File: config.mk
export PLATFORM = sky130hd
export DESIGN_NAME = d_shift_register
export DESIGN_NICKNAME = d
export VERILOG_FILES = /design/src/rtl/d_shift_register.sv
export SDC_FILE = /design/constraint.sdc
export NUM_CORES = 1
export LEC_CHECK = 0
export BUFFER_PORTS_ARGS = -buffer_cell sky130_fd_sc_hd__buf_2
export CAP_MARGIN = 20
export CORE_UTILIZATION = 35
export CTS_CLUSTER_DIAMETER = 40
export DETAILED_ROUTE_END_ITERATION = 10
export PLACE_DENSITY = 0.7
export SKIP_CTS_REPAIR_TIMING = 1
export SLEW_MARGIN = 20
export SYNTH_ARGS = -nofsm -noshare
export SYNTH_HDL_FRONTEND = slang
export SYNTH_SLANG_ARGS = --single-unit
File: constraint.sdc
create_clock -name clk -period 1.5 [get_ports clk]
set_input_delay 0.225 -clock clk [delete_from_list [all_inputs] [get_ports clk]]
set_output_delay 0.225 -clock clk [all_outputs]
set_load 0.005 [all_outputs]
File: src/rtl/d_shift_register.sv
// WIDTH-bit register bank with load, shift, rotate and true/complement outputs.
// Counts shifts/rotates since the last load and pulses done when the count first reaches WIDTH.
module d_shift_register #(
  parameter int               WIDTH     = 8,
  parameter logic [WIDTH-1:0] RESET_VAL = '0
) (
  input  logic                       clk,
  input  logic                       rst_n,
  input  logic                       en,
  input  logic [2:0]                 mode,
  input  logic                       serial_in,
  input  logic [WIDTH-1:0]           data_input,
  output logic [WIDTH-1:0]           Q,
  output logic [WIDTH-1:0]           Q_hat,
  output logic                       serial_out,
  output logic [$clog2(WIDTH+1)-1:0] shift_cnt,
  output logic                       done
);

  localparam int CW = $clog2(WIDTH+1);
  localparam logic [CW-1:0] CNT_MAX = CW'(WIDTH);
  localparam logic [CW-1:0] CNT_PRE = CW'(WIDTH - 1);

  localparam logic [2:0] MODE_HOLD = 3'b000;
  localparam logic [2:0] MODE_LOAD = 3'b001;
  localparam logic [2:0] MODE_SHL  = 3'b010;
  localparam logic [2:0] MODE_SHR  = 3'b011;
  localparam logic [2:0] MODE_ROL  = 3'b100;
  localparam logic [2:0] MODE_ROR  = 3'b101;

  logic [WIDTH-1:0] q_q, q_d;
  logic [CW-1:0]    cnt_q, cnt_d;
  logic             done_q, done_d;
  logic             is_shift;

  always_comb begin
    q_d      = q_q;
    cnt_d    = cnt_q;
    done_d   = 1'b0;
    is_shift = 1'b0;
    if (en) begin
      case (mode)
        MODE_LOAD: begin
          q_d   = data_input;
          cnt_d = '0;
        end
        MODE_SHL: begin
          q_d      = {q_q[WIDTH-2:0], serial_in};
          is_shift = 1'b1;
        end
        MODE_SHR: begin
          q_d      = {serial_in, q_q[WIDTH-1:1]};
          is_shift = 1'b1;
        end
        MODE_ROL: begin
          q_d      = {q_q[WIDTH-2:0], q_q[WIDTH-1]};
          is_shift = 1'b1;
        end
        MODE_ROR: begin
          q_d      = {q_q[0], q_q[WIDTH-1:1]};
          is_shift = 1'b1;
        end
        default: begin
          q_d = q_q;
        end
      endcase
      // Count saturates; done fires only on the WIDTH-1 -> WIDTH transition.
      if (is_shift && (cnt_q != CNT_MAX)) begin
        cnt_d  = cnt_q + 1'b1;
        done_d = (cnt_q == CNT_PRE);
      end
    end
  end

  always_ff @(posedge clk) begin
    if (!rst_n) begin
      q_q    <= RESET_VAL;
      cnt_q  <= '0;
      done_q <= 1'b0;
    end else begin
      q_q    <= q_d;
      cnt_q  <= cnt_d;
      done_q <= done_d;
    end
  end

  assign Q          = q_q;
  assign Q_hat      = ~q_q;
  assign serial_out = ((mode == MODE_SHL) || (mode == MODE_ROL)) ? q_q[WIDTH-1] : q_q[0];
  assign shift_cnt  = cnt_q;
  assign done       = done_q;

  logic unused_hold;
  assign unused_hold = (MODE_HOLD == 3'b000);

endmodule
== Word-level counts from Yosys, hierarchy flattened ==
Index checks and enable logic that the tools add are counted.
Cells by class
  muxes and demuxes: 6
  $add $sub $neg: 1
  bitwise logic cells: 1
  equal/unequal tests: 7
  reduce and logical (&&, ||, !) cells: 8
Operators with widths (number)
  $pmux W8 S5: 1
  $mux W4: 2
  $not A8 Y8: 1
  $eq A3 B2 Y1 const B: 2
  $eq A3 B3 Y1 const B: 2
  $reduce_bool A5 Y1: 1
  $add A4 B1 Y4 const B: 1
  $eq A4 B3 Y1 const B: 1
  $ne A4 B4 Y1 const B: 1
  $reduce_and A2 Y1: 2
  $reduce_or A4 Y1: 1
  $eq A3 B1 Y1 const B: 1
  $mux W1: 3
  $reduce_and A3 Y1: 1
  $reduce_bool A2 Y1: 1
  $logic_and A1 B1 Y1: 1
  $logic_or A1 B1 Y1: 1
Storage, ports and cells
  word-level logic and storage cells: 26
  output and inout port bits: 22
  flip-flop bits (word level): 13
  input bits: 15

== Depth between registers and ports, before layout ==
Gate-level depths: netlist of run 1.
  depth in word-level cells: 7
  depth in mapped cells: 5
  mapped depth without buffers: 5

== Worst setup path before layout of run 1 ==
OpenSTA, ideal clock, no wires.
  path type: register to register
  from: reg cnt_q[0] (netlist: shift_cnt[0])
  to: reg cnt_q[2] (netlist: shift_cnt[2])
  path slack: 0.151 ns
  data required time: 1.408 ns
  arrival time: 1.257 ns
  library setup time: 0.092 ns
  clock period less this slack: 1.349 ns
  stages on the path, launching flop included: 6
  path buffers: 0
  path through: dfxtp_1 > inv_1 > ha_1 > and2_1 > o31a_1 > o32ai_1
Between the ends
  word-level cells in the longest chain between the ends: 4
  elaborated cells between the ends (all ways): 6
  those cells by class: add/sub: 1; eq/ne: 1; mux: 1; reduce/logical: 3
Ends and longest elaborated chain
  from (decl): RTL line 32  | logic [CW-1:0] cnt_q, cnt_d;
  from (signal assigned): RTL line 82  | cnt_q <= cnt_d;
  parallel branches: the longest is 4 deep, another holds $add A4 B1 Y4
Several ways; the timed one is not identified.
A chain may end at the register's enable or synchronous reset.

== Final worst setup path of run 1 ==
  from: reg q_q[7] (netlist: Q[7])
  to: out serial_out
Between the ends
  word-level cells in the longest chain between the ends: 1
Ends and longest elaborated chain
  from (decl): RTL line 31  | logic [WIDTH-1:0] q_q, q_d;
  from (signal assigned): RTL line 81  | q_q <= q_d;
  $mux W1: RTL line 89  | assign serial_out = ((mode == MODE_SHL) || (mode == MODE_ROL)) ? q_q[WIDTH-1] : q_q[0];
  to (decl): RTL line 15  | output logic serial_out,
Every way passes these cells.

==> summary.txt, run 1 <==
Synth
  • Syn_area_per_cell: about 8.5 um2
  • Gate Count Post-Synth: 103
  • Predominant post-synthesis flop cell: dfxtp_1
  • Post-synth EDFFs: 0
  • Yosys reg bits: 13
  • Net Count, Synth: 120
  • Library cells used by synthesis: 39
  • Mapped cell area: 872 um2
  • Post-synth ARST share: 0%
  • Sequential share of the synthesized area: between 20 and 30%
  • Syn. warnings: 0

Worst setup path
  • Crit path max fanout: 5
  • Crit path largest cell delay: 410 ps
  • Critical path cell sequence: inv_1, o31ai_1, buf_2
  • Reg-to-reg slack, setup: around 150 ps
  • CP required: about 1300 ps
  • End of the critical path: serial_out
  • Worst r2r path cells: 5
  • CP Launch Point: Q[7]
  • Critical path data arrival time: between 1000 and 1500 ps
  • Slowest stage cell, crit path: dfxtp_1
  • RR Startpoint: shift_cnt[0]
  • Nature of the critical path endpoint: output pin
  • Worst setup path class: reg -> out
  • R2r endpoint: shift_cnt[2]
  • Startpoint Class: register

Detailed routing
  • Metal3 WL: ~110 um
  • Remaining DRCs: 0
  • Met1 wire length: 1090 um
  • Vias/cell: between 5 and 6
  • Routed wl met2: around 1100 um
  • Final WL: 2340 um
  • Vias: ~960
  • Final ANT Viol Nets: 0
  • DR WL/cell: around 14 um
  • Initial DRC Count: 11
  • First-pass iteration count of the detailed router: 4
  • Max layer used: met4

STA
  • Max-slew violations: 0
  • Worst slew pin tran: between 400 and 500 ps
  • Final worst path period share: 90.1%
  • Unrepaired setup endpoints after global routing: no
  • Setup TNS: 0 ps
  • Worst Skew: 0.225 ps
  • Fmax: approximately 740 MHz
  • Crit path time final: 1350 ps
  • Slew headroom: 69.2%
  • Final Hold Fails: 0
  • Final setup violation count: 0

Floorplan
  • Die Span X: 51.9 um
  • Site Rows: 17
  • Vert. Die Dim: about 52 um
  • Core area: around 2300 um2
  • I/O pin count: 37
  • Die area: around 2700 um2
  • Initial cell density of the core: a little under two fifths

Layout
  • Fillcell total: 249
  • Share of cells above drive strength 1: 35.4%
  • Area of the multi-input gates: 527 um2
  • Most frequent cells in the layout: 36 x buf_2, 13 x dfxtp_1, 12 x inv_1
  • Fin cells: roughly 170
  • Final net count: 162
  • Commonest non-fill, non-tap cell in the layout: buf_2
  • P&R area growth vs syn: 30.0%
  • FF/Latch Area: about 260 um2
  • Inserted Diodes: 0

Pwr
  • Pwr/cell area: about 740 nW/um2
  • Leakage power: ~0.5 nW
  • VDD IR max: 0.000400 V
  • Final Total Pwr: 0.843 mW

Clocking
  • Clock latency on the worst-skew pair: approximately 280 ps
  • CTS clk-pin slew, worst paths: around 80 ps
  • # clock sinks: 13
  • Num CTS Buffers: 3
  • CTS tree: built
  • Root Driver: clkbuf_4
  • H-tree levels: 1
  • Clk buf depth: 2

Job
  • Max-cap viol count: 0

Place
  • Cells after DPL: between 150 and 200
  • Final GP Congestion: approximately 0.81
  • Hpwl dp: around 1800 um
  • Port Buffers: 36

Global routing
  • First-pass GRT wire length: slightly below 4000 um
  • Tot GR Track Use: around a fifth
  • Antenna violations before repair: 0
  • Vias in the first global route: just over 900
  • Overflow after GRT: 0
  • Largest net degree at the start of global routing: 15

Min path
  • Hold/Removal Path Class: in -> reg

Outcome
  • Status: completed
==> routing by layer <==
layer	global-route usage (%)	vias to the layer above
met4	10.8	0
met5	0	-
met2	33.1	27
met3	3.22	4
li1	-	465
met1	22.8	465
==> worst min path at each step <==
stage                            start  cells after the start    to  slack (ps)
after CTS                        rst_n                      2  Q[6]         300
after floorplan                  rst_n                      2  Q[7]         370
after global placement            Q[7]                      2  Q[7]         530
after detailed placement  shift_cnt[2]                      2  done         550
after global routing             rst_n                      2  Q[5]         310
final                            rst_n                      2  Q[2]         320
==> logic make-up (layout without fill, tap and decap cells) <==
family | after synthesis | after routing | share of synthesized area (%)
AO/OA/AOI/OAI | 33 | 33 | 32.3
AND/OR/NAND/NOR | 30 | 30 | 18.7
buffers and inverters | 19 | 60 | 9.75
flip-flops | 13 | 13 | 29.8
multiplexers | 4 | 4 | 4.59
adder cells (fa/ha/maj) | 2 | 2 | 2.87
XOR/XNOR | 2 | 2 | 2.01
==> area by class of cell <==
class	instances	share of cell area, %
Multi-Input combinational cell	71	46.5
Sequential cell	13	23.0
Timing Repair Buffer	44	21.2
Inverter	12	3.97
Tap cell	28	3.09
Clock buffer	4	2.32
==> power by group <==
part	switching, mW	internal, mW	total (mW)
Sequential	0.0212	0.366	0.387
Combinational	0.120	0.118	0.237
Clock	0.115	0.103	0.218
Total	0.256	0.587	0.843
==> sequential cells by signal, indices dropped and copies added (netlist names) <==
name,cells
shift_cnt,4
done,1
Q,8
==> critical path, delay by kind of cell, from the launching register on <==
kind            cells  cell delay, ps
buf+inv             2             210
flops               1             410
compound gates      1             220
==> through the flow <==
| step | util [%] | setup slack, ps | hold slack, ps | instance area [um2] |
|---|---|---|---|---|
| 2_1_floorplan | - | 151 | 375 | 872 |
| 3_3_place_gp | 48.7 | 120 | 533 | 1110 |
| 3_5_place_dp | 48.7 | 84.6 | 545 | 1110 |
| 4_1_cts | 49.8 | 134 | 304 | 1130 |
| 5_1_grt | 49.8 | 53.2 | 310 | 1130 |
| 6_report | 49.8 | 149 | 316 | 1130 |
==> Yosys cell counts, drive strengths merged (2+ instances only) <==
cell | n | area [um2]
ha | 2 | 25.0
nand2b | 4 | 25.0
nor2 | 5 | 18.8
nand3 | 3 | 15.0
o221a | 6 | 67.6
inv | 12 | 45.0
dfxtp | 13 | 260
o21ai | 2 | 10.0
nor2b | 4 | 25.0
a31oi | 2 | 12.5
mux2i | 4 | 40.0
nand2 | 6 | 22.5
a21boi | 2 | 15.0
a21oi | 2 | 10.0
a2bb2oi | 3 | 32.5
buf | 6 | 36.3
nand4 | 2 | 12.5
o221ai | 3 | 26.3
o32ai | 3 | 26.3
o211ai | 4 | 30.0
Note: power is estimated with default switching activity, not from simulation.
==> run 2: changes to the inputs <==
Settings changed: ABC_AREA set to 1.
==> summary.txt, run 2 <==
Outcome
  • Status: completed

Clocking
  • Clk buf depth: 2 (unchanged)
  • # clock sinks: 13 (unchanged)
  • Clock latency on the worst-skew pair: 280 ps (about the same)
  • CTS clk-pin slew, worst paths: 90 ps (about the same)
  • H-tree levels: 1 (unchanged)
  • CTS tree: built
  • Num CTS Buffers: 3 (unchanged)
  • Root Driver: clkbuf_4

Worst setup path
  • Nature of the critical path endpoint: register
  • Worst setup path class: reg -> reg
  • Crit path largest cell delay: 410 ps (about the same)
  • Startpoint Class: register
  • Critical path data arrival time: 1550 ps (+420 ps)
  • CP required: 1680 ps (+410 ps)
  • Top Family by Delay on Critical Path: simple AND/OR/NAND/NOR gates
  • Critical path cell sequence: inv_1, ha_1, nand3_1, nand3_2, nand2_1, nand2_1, nor2_1, nor2_1
  • Sum of buffers and inverters on the critical path: 1 (-1)
  • Crit path max fanout: 5 (unchanged)
  • Slowest stage cell, crit path: dfxtp_1

Pwr
  • Comb pwr share: 25.5% (-2.7 points)
  • Clock power share: 27.3% (+1.4 points)
  • Psw: 0.275 mW (+7.6%)
  • VDD IR max: 0.000508 V (+27%)
  • Internal power: 0.550 mW (-6.3%)
  • Switching part of the total: 33.4% (+3.0 points)
  • Leakage power: 0.564 nW (+11%)
  • Pwr/cell area: 766 nW/um2 (+3.0%)
  • Sequential share of power: 47.2% (+1.2 points)

Layout
  • Share of cells above drive strength 1: 28.5% (-6.9 points)
  • Commonest non-fill, non-tap cell in the layout: buf_2
  • Most frequent cells in the layout: 36 x buf_2, 35 x nand2_1, 24 x nor2_1
  • P&R area growth vs syn: 26.8%
  • Final Cell Area: 1080 um2 (-5.0%)
  • Inserted Diodes: 0 (unchanged)
  • Final net count: 197 (+22%)
  • Fin util: 47.8% (-2.0 points)
  • Largest register FFs: 8 (unchanged)

STA
  • Unrepaired setup endpoints after global routing: no
  • Worst Skew: 0.239 ps (+0.0143 ps)
  • Max-slew violations: 0 (unchanged)
  • Worst slew pin tran: 235 ps (-222 ps)
  • Worst hold margin: 246 ps (-70.2 ps)
  • Final worst path period share: 91.3% (+1.2 points)
  • Crit path time final: 1370 ps (+18.1 ps)
  • Fmax: 730 MHz (-1.3%)
  • Final Hold Fails: 0 (unchanged)
  • Final setup violation count: 0 (unchanged)
  • Setup TNS: 0 ps (unchanged)
  • Slew headroom: 84.3% (+15 points)

Synth
  • Predominant post-synthesis flop cell: dfxtp_1
  • Library cells used by synthesis: 17 (-56%)
  • Mapped cell area: 850 um2 (-2.6%)
  • Syn_area_per_cell: 6.03 um2 (-29%)
  • Sequential share of the synthesized area: 30.6% (+0.79 points)
  • Syn. warnings: 0 (unchanged)
  • Area contributors post-synth: dfxtp_1 31%, nand2_1 15%, nor2_1 11%, inv_1 8.4%, o21ai_0 5.9%
  • Yosys reg bits: 13 (unchanged)
  • Share of the synthesized area in the top cell type: 30.6% (+0.79 points)
  • Net Count, Synth: 158 (+32%)
  • Synth cell count leaders: 35 x nand2_1, 24 x nor2_1, 19 x inv_1
  • Most numerous cell in the Yosys netlist: nand2_1
  • Gate Count Post-Synth: 141 (+37%)
  • Post-synth ARST share: 0% (unchanged)
  • Post-synth EDFFs: 0 (unchanged)
  • Cell taking the most area after synthesis: dfxtp_1

Place
  • Hpwl dp: 1710 um (-5.3%)
  • Port Buffers: 36 (unchanged)
  • Final GP Congestion: 0.801 (-1.5%)
  • Placed cell areas: 1050 um2 (-5.2%)

Detailed routing
  • Remaining DRCs: 0 (unchanged)
  • Vias/cell: 4.97 (-11%)
  • Final ANT Viol Nets: 0 (unchanged)
  • Initial DRC Count: 31 (+20)
  • First-pass iteration count of the detailed router: 4 (unchanged)
  • Vias: 1029 (+7.1%)
  • DR WL/cell: 10.9 um (-20%)
  • Final WL: 2250 um (-3.8%)

Floorplan
  • Initial cell density of the core: 37.7% (-0.64 points)
  • Site Rows: 17 (unchanged)
  • Die Span X: 51.3 um (-1.3%)
  • Vert. Die Dim: 51.3 um (-1.3%)
  • Die area: 2630 um2 (-2.5%)
  • Core area: 2250 um2 (-0.93%)
  • I/O pin count: 37 (unchanged)

Global routing
  • Overflow after GRT: 0 (unchanged)
  • Tot GR Track Use: 18.2% (-1.3 points)
  • Antenna violations before repair: 0 (unchanged)
  • Largest net degree at the start of global routing: 15 (unchanged)
  • First-pass GRT wire length: 3620 um (-6.1%)
  • Vias in the first global route: 840 (-7.3%)

Min path
  • Hold/Removal Path Class: in -> reg

Job
  • Max-cap viol count: 0 (unchanged)
[run 2: cell count changes in the layout (fill, tap and decap cells not counted), moves of 6 or more]
cell | before | now
o21ai_1 | 0 | 8
o21ai_0 | 2 | 10
inv_1 | 12 | 19
nand2_1 | 6 | 35
nor2_1 | 5 | 24
buf_4 | 8 | 0
nand3_1 | 3 | 9
[run 2: metal layers]
layer	vias to the layer above	global-route usage [%]	part of all wire, %
met4	0	9.01	2.4
li1	518	-	-
met3	7	2.08	5.7
met1	459	23.6	47
met5	-	0	0
met2	45	29.6	45
[run 2: power groups by stage]
stage               clock [mW]  combinational (mW)  sequential [mW]
finish                   0.225               0.211            0.389
CTS                      0.234               0.211            0.389
floorplan                    0               0.122            0.395
global placement             0               0.205            0.396
global route             0.247               0.239            0.393
detailed placement           0               0.210            0.397
[run 2: worst register-to-register path: stages, from the launching register on]
cell     delay (ps)
dfxtp_1         410
inv_1            90
ha_1            200
nand3_1          90
nand3_2          90
nand2_1         130
nand2_1         110
nor2_1          110
nor2_1           50
[run 2: cells by family (layout without fill, tap and decap cells)]
kind of cell               after synthesis  after routing  synth area share, %
AOI/OAI and AO/OA                       21             21                 12.4
xor gates and xnor gates                 1              1                 1.03
adders and majority gates                2              2                 2.95
buffers and inverters                   25             63                 11.9
DFF                                     13             13                 30.6
and+or+nand+nor                         79             79                 41.1
[run 2: final timing paths]
check	from	endpoint	slack [ps]	cells after the start
worst max-delay path	shift_cnt[0]	shift_cnt[0]	130	8
worst min-delay path	data_input[2]	Q[2]	250	5
worst max register to register	shift_cnt[0]	shift_cnt[0]	130	8
worst min register to register	shift_cnt[3]	shift_cnt[3]	530	2
[run 2: layout make-up]
type                    count  area [um2]
flip-flops and latches     13         260
well taps                  28        35.0
inverters                  23        86.3
fillers                   250        1180
clock inverters             1        5.00
multi-input cells         103         488
repair buffers             36         180
clock buffers               3        22.5
[run 2: per-stage QoR]
| stage | std cells | setup slack, ps | power, mW |
|---|---|---|---|
| finish | 207 | 131 | 0.825 |
| CTS | 207 | 147 | 0.835 |
| global placement | 203 | 219 | 0.600 |
| global route | 207 | 3.27 | 0.878 |
| floorplan | 141 | 291 | 0.518 |
| detailed placement | 203 | 197 | 0.606 |
==> run 3: changes to the inputs <==
Clock period 1.5 ns to 1.6 ns, I/O delays scaled along.
==> summary.txt, run 3 (synthesis results as in run 2) <==
Outcome
  • Status: completed

STA
  • Worst slew pin tran: 226 ps (-8.43 ps)
  • Final Hold Fails: 0 (unchanged)
  • Final setup violation count: 0 (unchanged)
  • Unrepaired setup endpoints after global routing: no
  • Fin worst setup slack: 274 ps (+143 ps)
  • Slew headroom: 84.9% (+0.56 points)
  • Final worst path period share: 82.9%
  • Setup TNS: 0 ps (unchanged)
  • Fmax: ~750 MHz
  • Crit path time final: ~1300 ps
  • Max-slew violations: 0 (unchanged)
  • Worst Skew: 0.386 ps (+0.147 ps)

Clocking
  • H-tree levels: 1 (unchanged)
  • CTS clk-pin slew, worst paths: 90 ps (about the same)
  • Clk buf depth: 2 (unchanged)
  • Root Driver: clkbuf_4
  • Clock latency on the worst-skew pair: 280 ps (about the same)
  • # clock sinks: 13 (unchanged)
  • Num CTS Buffers: 3 (unchanged)
  • CTS tree: built

Layout
  • Commonest non-fill, non-tap cell in the layout: buf_2
  • P&R area growth vs syn: 26.8% (unchanged)
  • Inserted Diodes: 0 (unchanged)
  • Final net count: 197 (unchanged)
  • Fillcell total: 252 (+0.80%)
  • Share of cells above drive strength 1: 28.5% (unchanged)
  • Largest register FFs: 8 (unchanged)
  • Most frequent cells in the layout: 36 x buf_2, 35 x nand2_1, 24 x nor2_1

Floorplan
  • Die Span X: 51.3 um (unchanged)
  • Core area: 2250 um2 (unchanged)
  • Site Rows: 17 (unchanged)
  • Initial cell density of the core: 37.7% (unchanged)
  • I/O pin count: 37 (unchanged)
  • Vert. Die Dim: 51.3 um (unchanged)
  • Die area: 2630 um2 (unchanged)

Detailed routing
  • Vias: 985 (-4.3%)
  • DR WL/cell: 10.4 um (-4.8%)
  • Remaining DRCs: 0 (unchanged)
  • Vias/cell: 4.76 (-4.3%)
  • Final ANT Viol Nets: 0 (unchanged)
  • First-pass iteration count of the detailed router: 4 (unchanged)
  • Initial DRC Count: 25 (-19%)
  • Final WL: 2150 um (-4.8%)

Pwr
  • VDD IR max: 0.000450 V (-11%)
  • Pwr/cell area: 717 nW/um2 (-6.4%)
  • Leakage power: 0.564 nW (unchanged)

Place
  • Hpwl dp: 1670 um (-2.2%)
  • Final GP Congestion: 0.845 (+5.6%)
  • Worst slack at placement: 284 ps (+86.9 ps)
  • Port Buffers: 36 (unchanged)

Worst setup path
  • Startpoint Class: register
  • Slowest stage cell, crit path: dfxtp_1
  • Worst setup path class: reg -> out
  • Top Family by Delay on Critical Path: flip-flops
  • Crit path max fanout: 5 (unchanged)
  • Critical path cell sequence: inv_1, o21ai_0, buf_2
  • CP required: 1360 ps (-320 ps)
  • Critical path data arrival time: 1090 ps (-460 ps)
  • Sum of buffers and inverters on the critical path: 2 (+1)
  • Crit path largest cell delay: 430 ps (+20 ps)
  • Nature of the critical path endpoint: output pin

Job
  • Max-cap viol count: 0 (unchanged)

Global routing
  • First-pass GRT wire length: 3530 um (-2.3%)
  • Vias in the first global route: 830 (-1.2%)
  • Largest net degree at the start of global routing: 15 (unchanged)
  • Tot GR Track Use: 17.8% (-0.41 points)
  • Overflow after GRT: 0 (unchanged)
  • Antenna violations before repair: 0 (unchanged)

Min path
  • Hold/Removal Path Class: in -> reg
[run 3: cell counts in the layout (fill, tap and decap cells not counted)]
No cell type changed its count.
[run 3: metrics by stage]
stage               std cells  power (mW)  instance area [um2]  hold slack [ps]  utilization (%)
global route              207       0.823                 1080              288             47.8
global placement          203       0.563                 1050              490             46.6
floorplan                 141       0.485                  850              391                -
detailed placement        203       0.568                 1050              507             46.6
finish                    207       0.772                 1080              258             47.8
CTS                       207       0.776                 1080              255             47.8
[run 3: layout make-up]
type | instances | area [um2] | area share [%]
multi-input cells | 103 | 488 | 45.3
well taps | 28 | 35.0 | 3.25
clock inverters | 1 | 5.00 | 0.465
inverters | 23 | 86.3 | 8.01
flip-flops and latches | 13 | 260 | 24.2
clock buffers | 3 | 22.5 | 2.09
repair buffers | 36 | 180 | 16.7
[run 3: per-layer routing]
layer | share of wire (%) | track usage [%] | vias to the layer above
met3 | 3.4 | 1.79 | 4
met4 | 1.9 | 9.46 | 0
met1 | 49 | 23.4 | 441
met5 | 0 | 0 | -
li1 | - | - | 519
met2 | 45 | 28.3 | 21
[run 3: worst min-delay path: stages]
cell and delay (ps):
buf_2 80, nand2_1 40, nand3_1 70, nand2_1 50
inv_1 40
[run 3: worst paths after layout]
path	startpoint	endpoint	slack (ps)	cells after the start
max	Q[7]	serial_out	270	3
min	data_input[0]	Q[0]	260	5
max reg2reg	shift_cnt[0]	shift_cnt[0]	280	8
min reg2reg	shift_cnt[3]	shift_cnt[3]	510	2
[run 3: power breakdown]
part | switching [mW] | total, mW | internal [mW]
clock network | 0.119 | 0.212 | 0.0928
logic | 0.116 | 0.196 | 0.0793
registers | 0.0209 | 0.365 | 0.344
